==> config.mk <==
export PLATFORM = sky130hd
export DESIGN_NAME = cover_art_loader
export DESIGN_NICKNAME = d
export VERILOG_FILES = /design/src/rtl/mp3_pkg.sv /design/src/rtl/cover_art_loader_idle_timeout.sv /design/src/rtl/cover_art_loader.sv
export SDC_FILE = /design/constraint.sdc
export NUM_CORES = 1
export LEC_CHECK = 0
export CAP_MARGIN = 20
export CORE_MARGIN = 10
export CORE_UTILIZATION = 52
export DETAILED_ROUTE_END_ITERATION = 8
export PLACE_DENSITY = 0.89
export SYNTH_ARGS = -nofsm -noshare
export SYNTH_HDL_FRONTEND = slang
export SYNTH_SLANG_ARGS = --single-unit
export TNS_END_PERCENT = 10
==> constraint.sdc <==
create_clock -name clk -period 2.5 [get_ports clk]
set_clock_uncertainty 0.2 [all_clocks]
set_input_delay 0.5 -clock clk [delete_from_list [all_inputs] [get_ports clk]]
set_output_delay 0.5 -clock clk [all_outputs]
set_load 0.05 [all_outputs]
==> src/rtl/mp3_pkg.sv <==
// Shared definitions for the album-art path: loader state encoding,
// picture geometry and the 12-bit RGB pixel layout also used by the display reader.
package mp3_pkg;

    typedef enum logic [2:0] {
        ST_IDLE,
        ST_HDR,
        ST_LO,
        ST_HI,
        ST_DONE,
        ST_ERR
    } art_state_t;

    localparam int         ART_W     = 50;
    localparam int         ART_H     = 50;
    localparam int         ART_PIX   = ART_W * ART_H;
    localparam logic [7:0] ART_MAGIC = 8'hA5;

    // Pixel field positions inside the 16-bit RAM word.
    localparam int PIX_R_LSB   = 0;
    localparam int PIX_G_LSB   = 4;
    localparam int PIX_B_LSB   = 8;
    localparam int PIX_FIELD_W = 4;

    // Low byte carries G:R, the high byte's low nibble carries B.
    function automatic logic [15:0] art_pack(input logic [7:0] lo, input logic [7:0] hi);
        logic [15:0] w;
        w = 16'h0000;
        w[PIX_R_LSB +: PIX_FIELD_W] = lo[3:0];
        w[PIX_G_LSB +: PIX_FIELD_W] = lo[7:4];
        w[PIX_B_LSB +: PIX_FIELD_W] = hi[3:0];
        return w;
    endfunction

endpackage

==> src/rtl/cover_art_loader_idle_timeout.sv <==
// Reloadable idle down-counter: flags expiry once TIMEOUT enabled cycles
// have elapsed since the last load without another load.
module idle_timeout #(
    parameter int TIMEOUT = 1_000_000
) (
    input  logic clk,
    input  logic rst_n,
    input  logic i_load,
    input  logic i_en,
    output logic o_expired
);
    localparam int                CNT_W  = (TIMEOUT > 1) ? $clog2(TIMEOUT) : 1;
    localparam logic [CNT_W-1:0] RELOAD = CNT_W'(TIMEOUT - 1);

    logic [CNT_W-1:0] r_cnt;

    // Reload on demand, otherwise count down while enabled and saturate at zero.
    always_ff @(posedge clk or negedge rst_n) begin
        if (!rst_n) begin
            r_cnt <= '0;
        end else if (i_load) begin
            r_cnt <= RELOAD;
        end else if (i_en && (r_cnt != '0)) begin
            r_cnt <= r_cnt - CNT_W'(1);
        end
    end

    assign o_expired = i_en & (r_cnt == '0);

endmodule

==> src/rtl/cover_art_loader.sv <==
// Album-art writer: checks a header byte, packs byte pairs into 12-bit RGB
// words and writes them in row-major order into port A of the picture RAM.
module cover_art_loader
    import mp3_pkg::*;
#(
    parameter int         PIX_W   = ART_W,
    parameter int         PIX_H   = ART_H,
    parameter int         ADDR_W  = 15,
    parameter logic [7:0] MAGIC   = ART_MAGIC,
    parameter int         TIMEOUT = 1_000_000
) (
    input  logic              clk,
    input  logic              rst_n,
    input  logic              i_start,
    input  logic [7:0]        i_data,
    input  logic              i_valid,
    output logic              o_ready,
    output logic              o_wea,
    output logic [ADDR_W-1:0] o_addra,
    output logic [15:0]       o_dina,
    output logic              o_busy,
    output logic              o_done,
    output logic              o_err,
    output logic [ADDR_W-1:0] o_pix_cnt
);
    localparam logic [ADDR_W-1:0] LAST_IDX = ADDR_W'(PIX_W * PIX_H - 1);

    art_state_t        r_state;
    art_state_t        w_state_next;
    logic              r_wea;
    logic [ADDR_W-1:0] r_addra;
    logic [15:0]       r_dina;
    logic [ADDR_W-1:0] r_pix_cnt;
    logic [7:0]        r_lo;

    logic w_busy;
    logic w_ready;
    logic w_hs;
    logic w_last;
    logic w_expired;

    assign w_busy  = (r_state == ST_HDR) || (r_state == ST_LO) || (r_state == ST_HI);
    assign w_ready = w_busy & ~i_start;
    assign w_hs    = i_valid & w_ready;
    assign w_last  = (r_pix_cnt == LAST_IDX);

    // Idle time only accrues in the loading states on cycles without a byte.
    idle_timeout #(
        .TIMEOUT (TIMEOUT)
    ) u_idle_timeout (
        .clk       (clk),
        .rst_n     (rst_n),
        .i_load    (i_start | w_hs),
        .i_en      (w_busy & ~w_hs & ~i_start),
        .o_expired (w_expired)
    );

    // State register.
    always_ff @(posedge clk or negedge rst_n) begin
        if (!rst_n) begin
            r_state <= ST_IDLE;
        end else begin
            r_state <= w_state_next;
        end
    end

    // Next state: a start pulse overrides everything, including a coincident timeout.
    always_comb begin
        w_state_next = r_state;
        if (i_start) begin
            w_state_next = ST_HDR;
        end else begin
            case (r_state)
                ST_HDR: begin
                    if (w_hs)           w_state_next = (i_data == MAGIC) ? ST_LO : ST_ERR;
                    else if (w_expired) w_state_next = ST_ERR;
                end
                ST_LO: begin
                    if (w_hs)           w_state_next = ST_HI;
                    else if (w_expired) w_state_next = ST_ERR;
                end
                ST_HI: begin
                    if (w_hs)           w_state_next = w_last ? ST_DONE : ST_LO;
                    else if (w_expired) w_state_next = ST_ERR;
                end
                default: w_state_next = r_state;
            endcase
        end
    end

    // Pixel datapath: latch the low byte, then register one RAM write per completed pair.
    always_ff @(posedge clk or negedge rst_n) begin
        if (!rst_n) begin
            r_wea     <= 1'b0;
            r_addra   <= '0;
            r_dina    <= '0;
            r_pix_cnt <= '0;
            r_lo      <= '0;
        end else begin
            r_wea <= 1'b0;
            if (i_start) begin
                r_pix_cnt <= '0;
            end else if ((r_state == ST_HI) && w_hs) begin
                r_wea     <= 1'b1;
                r_addra   <= r_pix_cnt;
                r_dina    <= art_pack(r_lo, i_data);
                r_pix_cnt <= r_pix_cnt + ADDR_W'(1);
            end
            if ((r_state == ST_LO) && w_hs) begin
                r_lo <= i_data;
            end
        end
    end

    assign o_ready   = w_ready;
    assign o_wea     = r_wea;
    assign o_addra   = r_addra;
    assign o_dina    = r_dina;
    assign o_busy    = w_busy;
    assign o_done    = (r_state == ST_DONE);
    assign o_err     = (r_state == ST_ERR);
    assign o_pix_cnt = r_pix_cnt;

endmodule

# Yosys cells after proc, flatten, opt, wreduce, memory -nomap -nowiden
# Index checks and enable logic that the tools add are counted.
# Widths: inputs -> output; s select.
totals:
  ff_bits: 74
  latch_bits: 0
  ram_bits: 0
  rom_bits: 0
  in_bits: 12
  mem_count: 0
op_classes:
  addsub: 2
  mul: 0
  div: 0
  order_cmp: 0
  n_eq_ne: 7
  shifts: 0
  muxes: 14
  bitwise_logic: 8
  n_reduce_logical: 11
ops:
  columns: ["operator", "n"]
  rows:
  - ["$mux 20", 2]
  - ["$mux 15", 2]
  - ["$mux 3", 7]
  - ["$logic_not 20->1", 1]
  - ["$reduce_bool 20->1", 1]
  - ["$sub 20x1->20 const B", 1]
  - ["$add 15x1->15 const B", 1]
  - ["$eq 15x12->1 const B", 1]
  - ["$pmux 3 s3", 1]
  - ["$eq 8x8->1 const B", 1]
  - ["$eq 3x2->1 const B", 2]
  - ["$eq 3x3->1 const B", 2]
  - ["$and 1x1->1", 5]
  - ["$reduce_bool 2->1", 2]
  - ["$reduce_bool 4->1", 1]
  - ["$eq 3x1->1 const B", 1]
  - ["$logic_and 1x1->1", 3]
  - ["$logic_or 1x1->1", 2]
  - ["$mux 1", 2]
  - ["$not 1->1", 2]
  - ["$reduce_and 2->1", 1]
  - ["$or 1x1->1", 1]

# Depth between registers and ports, before layout
# Gate-level depths: netlist (run 1).
depth:
  ltp_word: 13
  mapped_depth: 8
  mapped_depth_nobuf: 7

# Cells and area by module
# From an unflattened synthesis (run 1), not the netlist that was laid out.
unflattened:
  cells_unflattened: 354
  hier_area_um2: 3839.9
by_module_without_submodules:
  columns: ["mod", "n_inst", "cells_each", "area_per_inst_um2", "seq_area_each_um2"]
  rows:
  - ["cover_art_loader", 1, 209, 2527.4, 1351.3]
  - ["idle_timeout", 1, 145, 1312.5, 500.5]

# Worst setup path after synthesis (run 1)
# No wires, ideal clock.
synth_path:
  kind: "in2out"
  from: "input port i_start"
  to: "output port o_ready"
  t_arrival_ns: 1.837
  required_ns: 1.800
  setup_slack_ns: -0.037
  stages: 2
  cell_sequence: "clkbuf_1 nor3_1"
synth_via:
  elab_chain_cells: 2
synth_lines:
  columns: ["element", "line_no", "text"]
  rows:
  - ["start, declared", "cover_art_loader.sv:14", "input logic i_start,"]
  - ["$not 1->1 (no line)", null, null]
  - ["$and 1x1->1", "cover_art_loader.sv:43", "assign w_ready = w_busy & ~i_start;"]
  - ["end, declared", "cover_art_loader.sv:17", "output logic o_ready,"]
# No other way between the ends.

# Worst setup path after layout (run 1)
layout_path:
  from: "register r_pix_cnt[2], in the netlist o_pix_cnt[2]"
  to: "output port o_pix_cnt[2]"
layout_rtl:
  columns: ["element", "line_no", "text"]
  rows:
  - ["start, declared", "cover_art_loader.sv:33", "logic [ADDR_W-1:0] r_pix_cnt;"]
  - ["start signal, assigned", "cover_art_loader.sv:107", "r_pix_cnt <= r_pix_cnt + ADDR_W'(1);"]
  - ["end, declared", "cover_art_loader.sv:24", "output logic [ADDR_W-1:0] o_pix_cnt"]
# No word-level cell between the ends.

==> results.txt, run 1 <==
- The library cell used most frequently in the layout, excluding fill and tap cells, is sky130_fd_sc_hd__dfrtp_1.
- Count of nets after finishing: 406
- Pin count of the biggest net entering global routing: 75
- Leaving out fill and tap cells, the most frequent cells in the layout are 74 x sky130_fd_sc_hd__dfrtp_1, 53 x sky130_fd_sc_hd__clkdlybuf4s50_1, 25 x sky130_fd_sc_hd__nor2_1, 25 x sky130_fd_sc_hd__buf_4.
- Number of antenna violations at the first check in global routing: 0
- Total count of hold-check failures in the final report: 0
* DR vias: 2,651
- Routability-driven placement finished with a final weighted congestion of 0.9191.
- Pwr Density: 565.6 mW/mm2
- The repair_antennas step left the layout with diodes totalling 0.
- CP Capture Type: output pin
- Leftover overflow at the end of global routing: 0
- Port Buffers: 58
* Global routing usage summed across all routing layers: 16.25%
- The critical path is of the reg -> out type.
* Adder-cell share of the synthesized area: 1.072%
- Sequential area share after synthesis: 52.88%
- Worst-Skew Late Latency: 0.35 ns
- In this run, CTS created clock tree buffers numbering 9.
- The die covers 0.01042 mm2.
* Post-route antenna net violation count: 0
- For this run, the detailed router's first-pass iteration total came to 4.
* Number of levels the H-tree was split into: 3
- The first routing iteration left 99 violations.
* Number of instances in the synthesized netlist: 313
- In this run the cell area of the synthesized design comes to 0.003502 mm2.
- Setup violations remaining at the end of the flow were counted as 0.
- Asr flop ratio synth: 100.0%
* Worst slew margin relative to its limit: 64.08%
- In this run the worst path has a maximum fanout of 8.
- The flow ran to the end, and the final reports show no timing, DRC or antenna violations.
- Summed negative setup slack over all endpoints: 0 ns
* Non-filler cells in the finished layout: 473
- Critical path's largest stage delay: 0.87 ns
* Post-synthesis xor/xnor area fraction: 3.751%
- Multiplexer share of the synthesized area: 13.25%
* Number of synthesized register bits: 74
- Number of distinct library cells after synthesis: 53
* Met3 routed WL: 663 um
- Yosys mapped a number of flops with a built-in enable equal to 0.
- In this run, placement finished with an instance count of 456.
* Fmax achieved: 0.4150 GHz
- After synthesis, the largest family of logic cells by area is simple AND/OR/NAND/NOR gates.
* Crit path cell chain: clkdlybuf4s50_1
- Reg clk slew, reported paths: 0.08 ns
* Actual transition at the worst max-transition pin: 0.5370 ns
* Wire length on met1: 3209 um
* Die Wd: 102.1 um
* Vias in the first global route: 2,778
- Count of warnings emitted by yosys: 0
- The total area inside the core boundary comes to 0.006459 mm2.
- Summing the areas of all and, or, nand and nor instances in the mapped netlist gives 20.36% of the synthesized area.
* Post-Syn Area per Cell: 11.19 um2
- Setup repair after global routing missed its margin: false
- Peak supply drop: 0.0005305 V
- Arrival time reported for the critical path endpoint: 1.71 ns
* Leakage power figure: 1.965 nW
* First-pass GRT wire length: 13,510 um
- Measured along the y axis, the die boundary spans 102.1 um.
* Root cell of the clock tree: sky130_fd_sc_hd__clkbuf_8
- CTS max path bufs: 2
- Relative to the synthesized area, the layout overhead comes to 28.22%.
- The routed design has 8086 um of wire.
* Post-layout min period: 2.410 ns
- The worst setup path is launched from a flip-flop.
- Crit path required time: 1.80 ns
* Number of buffers and inverters on the critical path: 1
- The most used flip-flop cell after synthesis is sky130_fd_sc_hd__dfrtp_1.
* Number of slew-limit violations in the final report: 0
- The design draws 2.540 mW.
* Uppermost routed layer: met4
- Synth Area in Compound Gates: 5.216%
* Slowest cell on the critical path: sky130_fd_sc_hd__clkdlybuf4s50_1
* # clock sinks: 74
* Starting Density: 54.22%
- Number of top-level design ports: 63
* Routed wire length per instance: 17.10 um
* Core Rows: 29
* Fraction of the cycle the final worst path needs: 96.39%
- Kind of cell with the highest combined delay on the critical path: buffers and inverters
- Dividing the detail-routed via count by the number of cells gives 5.605.
* TritonCTS clock tree: yes
* Met2 wire length: 4055 um
- Share of layout cells above drive strength 1: 18.43%
- Detailed placement ended at an HPWL of 5865 um.
* Reported max-cap violation count: 0
- In this run the worst hold path is classified as reg -> reg.
- In this run the register-to-register setup slack is 0.12 ns.
- Drc violations: 0
[path summary, 6_finish.rpt]
check | startpoint | endpoint | depth (start not counted)
worst max-delay path | o_pix_cnt[2]$_DFFE_PN0P_ | o_pix_cnt[2] | 1
worst min-delay path | u_idle_timeout.r_cnt[12]$_DFFE_PN0P_ | u_idle_timeout.r_cnt[12]$_DFFE_PN0P_ | 1
worst max register to register | u_idle_timeout.r_cnt[10]$_DFFE_PN0P_ | u_idle_timeout.r_cnt[2]$_DFFE_PN0P_ | 5
worst min register to register | u_idle_timeout.r_cnt[12]$_DFFE_PN0P_ | u_idle_timeout.r_cnt[12]$_DFFE_PN0P_ | 1
max in group asynchronous | rst_n | u_idle_timeout.r_cnt[12]$_DFFE_PN0P_ | 3
min in group asynchronous | rst_n | u_idle_timeout.r_cnt[0]$_DFFE_PN0P_ | 3
[area by class of cell]
class                   instances  area (um2)
well taps                      77       96.34
repair buffers                 83       793.3
clock buffers                  11       141.4
inverters                       5       18.77
clock inverters                 5       37.54
multi-input cells             218        1551
fillers                       461        1968
flip-flops and latches         74        1852
[through the flow]
stage          instance area (um2)  setup slack [ns]  hold slack (ns)  utilization, %
5_1_grt                       4491           0.01738           0.2894           69.53
6_report                      4491           0.09037           0.2760           69.53
3_3_place_gp                  4302           -0.1291           0.2624           66.60
3_5_place_dp                  4302           -0.2062           0.2688           66.60
4_1_cts                       4491           0.07386           0.2787           69.53
2_1_floorplan                 3518           0.01592         0.004409               -
[cell usage after synthesis, types with 2 or more instances]
master,number,area [um2]
sky130_fd_sc_hd__nor3b_1,2,15.01
sky130_fd_sc_hd__mux2i_1,7,70.07
sky130_fd_sc_hd__xor2_1,13,113.9
sky130_fd_sc_hd__xnor2_1,2,17.52
sky130_fd_sc_hd__or4_1,4,30.03
sky130_fd_sc_hd__nand4b_1,2,17.52
sky130_fd_sc_hd__buf_2,6,30.03
sky130_fd_sc_hd__nor2b_1,2,12.51
sky130_fd_sc_hd__nand4_1,9,56.30
sky130_fd_sc_hd__nor4_1,6,37.54
sky130_fd_sc_hd__buf_4,5,37.54
sky130_fd_sc_hd__nor2_1,26,97.59
sky130_fd_sc_hd__nor3_2,2,20.02
sky130_fd_sc_hd__clkbuf_1,7,26.28
sky130_fd_sc_hd__nand2b_1,5,31.28
sky130_fd_sc_hd__nand3b_1,3,22.52
sky130_fd_sc_hd__mux2_2,21,236.5
sky130_fd_sc_hd__and3_1,2,12.51
sky130_fd_sc_hd__dfrtp_1,74,1852
sky130_fd_sc_hd__or2_1,3,18.77
sky130_fd_sc_hd__a31oi_1,4,25.02
sky130_fd_sc_hd__o31ai_1,2,15.01
sky130_fd_sc_hd__a21oi_1,8,40.04
sky130_fd_sc_hd__and2_1,3,18.77
sky130_fd_sc_hd__nor4bb_1,2,20.02
sky130_fd_sc_hd__ha_1,3,37.54
sky130_fd_sc_hd__nor3_1,9,45.04
sky130_fd_sc_hd__or3_1,2,12.51
sky130_fd_sc_hd__o21ai_0,5,25.02
sky130_fd_sc_hd__a211oi_1,2,15.01
sky130_fd_sc_hd__nand3_1,13,65.06
sky130_fd_sc_hd__mux2_1,14,157.7
sky130_fd_sc_hd__nand2_1,21,78.83
sky130_fd_sc_hd__inv_1,5,18.77
[cells by family after synthesis]
kind of cell	count (synthesis)
AO/OA/AOI/OAI	29
buffers and inverters	24
adder cells (fa/ha/maj)	3
multiplexers	42
flip-flops	74
AND/OR/NAND/NOR	125
other	1
XOR/XNOR	15
[flip-flops by register name (all words and copies together) (netlist names)]
signal	count
r_lo	8
o_dina	12
o_pix_cnt	15
o_wea	1
r_state	3
o_addra	15
u_idle_timeout.r_cnt	20
[power breakdown]
group          internal (mW)  total, mW  switching, mW
logic                  0.147      0.411          0.264
registers               1.25       1.28         0.0339
clock network          0.393      0.850          0.457
total                   1.79       2.54          0.755
[layer usage]
layer | vias to the layer above | GRT usage (%)
met5 | - | 0
met4 | 0 | 6.508
met3 | 14 | 6.613
met2 | 77 | 27.16
met1 | 1289 | 18.13
li1 | 1271 | -
[what timing repair did]
action                    in CTS  in global routing
gates resized for setup        0                  0
hold buffers                   1                  0
hold endpoints to repair      62                  0
setup buffers                  0                  0
Power figures use the tool's default switching activity.
==> run 2: changes to the inputs <==
--- a/config.mk
+++ b/config.mk
@@ -5,11 +5,11 @@
 export SDC_FILE = /design/constraint.sdc
 export NUM_CORES = 1
 export LEC_CHECK = 0
-export CAP_MARGIN = 20
 export CORE_MARGIN = 10
 export CORE_UTILIZATION = 52
 export DETAILED_ROUTE_END_ITERATION = 8
 export PLACE_DENSITY = 0.89
+export SKIP_LAST_GASP = 1
 export SYNTH_ARGS = -nofsm -noshare
 export SYNTH_HDL_FRONTEND = slang
 export SYNTH_SLANG_ARGS = --single-unit
==> results of run 2 <==
Same layout as run 1: the final DEF is identical, and so are final timing and power.
==> variant: new RTL, config.mk and constraints of run 2 <==
`TIMEOUT` is set to 1_000_000 in 2 places; all go to 2_000_000.
--- a/src/rtl/cover_art_loader_idle_timeout.sv
+++ b/src/rtl/cover_art_loader_idle_timeout.sv
@@ -1,7 +1,7 @@
 // Reloadable idle down-counter: flags expiry once TIMEOUT enabled cycles
 // have elapsed since the last load without another load.
 module idle_timeout #(
-    parameter int TIMEOUT = 1_000_000
+    parameter int TIMEOUT = 2_000_000
 ) (
     input  logic clk,
     input  logic rst_n,
--- a/src/rtl/cover_art_loader.sv
+++ b/src/rtl/cover_art_loader.sv
@@ -7,7 +7,7 @@
     parameter int         PIX_H   = ART_H,
     parameter int         ADDR_W  = 15,
     parameter logic [7:0] MAGIC   = ART_MAGIC,
-    parameter int         TIMEOUT = 1_000_000
+    parameter int         TIMEOUT = 2_000_000
 ) (
     input  logic              clk,
     input  logic              rst_n,
Check against the original RTL: no difference found for any inputs over 10 cycles, from zero or initial values and one cycle with rst_n low; that may be too few to reach the edited logic, so the function may still have changed.
==> variant against run 2 <==
The run now ends with setup timing left; synthesized area shrank 1.1%; worst setup slack lost 0.23 ns; design area grew 3.7%; power grew 30%; critical endpoint is now u_idle_timeout.r_cnt[19]$_DFFE_PN0P_; synthesized cell count grew 15%; largest cell class unchanged; wire length grew 13%; sequential cell count grew 1.
==> variant: results (changes against run 2) <==
[placed_design]
routabilityCongestion=0.906  ; was 0.919
dpl.hpwl_um=6360  ; was 5860 um
io_buffers=58  ; unchanged
place_inst=515  ; was 456

[global_route]
grt_use_total=0.177  ; was 0.162
grt_pass1_vias=3075  ; was 2778
grt_max_degree=76  ; was 75
grt_first_pass_wirelength_um=14600  ; was 13500 um

[yosys]
syn-instance-count=361  ; was 313
synth_cell_types=44  ; was 53
synth_common_cells=91 x nand2_1, 75 x dfrtp_1, 20 x nor2_1  ; was 74 x dfrtp_1, 26 x nor2_1, 21 x mux2_2, 21 x nand2_1, 14 x mux2_1
synth_ff_type=dfrtp_1  ; unchanged
synthArstFlopShare=1.00  ; unchanged
ys_seq_area_frac=0.542  ; was 0.529
synth_area_leaders=dfrtp_1 54%, nand2_1 9.9%, mux2_2 2.6%  ; was dfrtp_1 53%, mux2_2 6.8%, mux2_1 4.5%
yosysWarningCount=0  ; unchanged

[worst_setup_path]
crit_fanout=4  ; was 8
crit_family=simple AND/OR/NAND/NOR gates  ; was buffers and inverters
max_stage_delay_ns=0.46  ; was 0.87 ns
crit_slowest_cell=or4_4  ; was clkdlybuf4s50_1

[cells_and_area]
fin_nets=469  ; was 406
largest_register_ffs=21  ; was 20
antenna_cells=0  ; unchanged
drive_above_1_share=0.168  ; was 0.184

[worst_hold_path]
hold_path_class=flop to flop  ; unchanged

[routing]
drc=0  ; unchanged
drtIter0Drc=160  ; was 99
via_per_inst=5.81  ; was 5.60
drtPass1Iterations=7  ; was 4
wl_um=9160  ; was 8090 um
wl_per_cell_um=17.1  ; about the same

[clocking]
cts_root_buf=clkbuf_8  ; unchanged
clkTransAtPathRegs_ns=0.09
cts_htree_levels=3  ; unchanged
numCtsBuffers=9  ; unchanged

[power]
peakVddDrop_mv=0.509  ; was 0.530 mV
seq-power_mw=1.39  ; was 1.28 mW
switching_share=0.332  ; was 0.297
p_leak_nw=2.03  ; was 1.96 nW
p_seq_frac=0.419  ; was 0.504
p_clk_mw=1.10  ; was 0.850 mW

[outcome]
status=complete, but fails checks  ; was finished, final reports clean
violations=setup timing

[timing]
fin_tns_setup_ns=-0.437  ; was 0 ns
fin_ws_ns=-0.139  ; was 0.0904 ns
setup_viol=7  ; was 0
slew_headroom=0.620  ; was 0.641

[variant: cell count changes after synthesis, moves of 5 or more]
cell and delta:
mux2_1 -14, xor2_1 -5, o31ai_1 +6, nand2_1 +70, mux2i_1 -5, buf_2 -6
o21ai_0 +10, or3_1 +6, o211ai_1 +5, mux2_2 -13, nor2_1 -6
[variant: kinds of logic after synthesis]
group / Yosys count / synth area share
flip-flops: 75 / 0.542
adder cells (fa/ha/maj): 3 / 0.0108
XOR/XNOR: 13 / 0.0329
multiplexers: 10 / 0.0318
buffers and inverters: 25 / 0.0318
other: 1 / 0.00108
AND/OR/NAND/NOR: 182 / 0.255
AO/OA/AOI/OAI: 52 / 0.0950
[variant: path summary, 6_finish.rpt]
| path | startpoint | endpoint | slack, ns | cells past startpoint |
|---|---|---|---|---|
| min | r_lo[2]$_DFFE_PN0P_ | o_dina[2]$_DFFE_PN0P_ | 0.27 | 2 |
| min in group asynchronous | rst_n | o_addra[11]$_DFFE_PN0P_ | 0.49 | 3 |
| max in group asynchronous | rst_n | u_idle_timeout.r_cnt[11]$_DFFE_PN0P_ | 1.28 | 3 |
| max | u_idle_timeout.r_cnt[0]$_DFFE_PN0P_ | u_idle_timeout.r_cnt[19]$_DFFE_PN0P_ | -0.14 | 6 |
| max reg2reg | u_idle_timeout.r_cnt[0]$_DFFE_PN0P_ | u_idle_timeout.r_cnt[19]$_DFFE_PN0P_ | -0.14 | 6 |
| min reg2reg | r_lo[2]$_DFFE_PN0P_ | o_dina[2]$_DFFE_PN0P_ | 0.27 | 2 |
[variant: layer usage]
layer	up-vias	wire length (um)	track usage
met3	14	573	0.0558
li1	1454	-	-
met2	102	4760	0.311
met5	-	0	0
met1	1542	3690	0.195
met4	0	142	0.0715
[variant: what timing repair did]
| action | in CTS | in global routing |
|---|---|---|
| pin swaps | 1 | 2 |
| resized for setup | 2 | 3 |
| cloned | 0 | 0 |
| endpoints found under the setup margin | 8 | 13 |
| endpoints found under the hold margin | 75 | 0 |
| hold buffers | 1 | 0 |
| setup buffers | 1 | 3 |
[variant: per-stage QoR]
step	setup WS (ns)	area [um2]
finish	-0.139	4660
global route	-0.185	4660
CTS	-0.0934	4620
detailed placement	-0.265	4360
global placement	-0.223	4360
floorplan	-0.105	3480
[variant: final cells by class]
cell class                 count  area (um2)
tap                           77        96.3
clock inverter                 6        95.1
timing repair buffer          97         911
clock buffer                  10         138
fill                         454        1770
inverter                       7        26.3
multi-input combinational    264        1510
sequential                    75        1880
[variant: tightest hold or removal path, stage by stage (launching register included)]
cell and delay, ns:
dfrtp_1 0.35, nand2_1 0.05, nand2_1 0.05
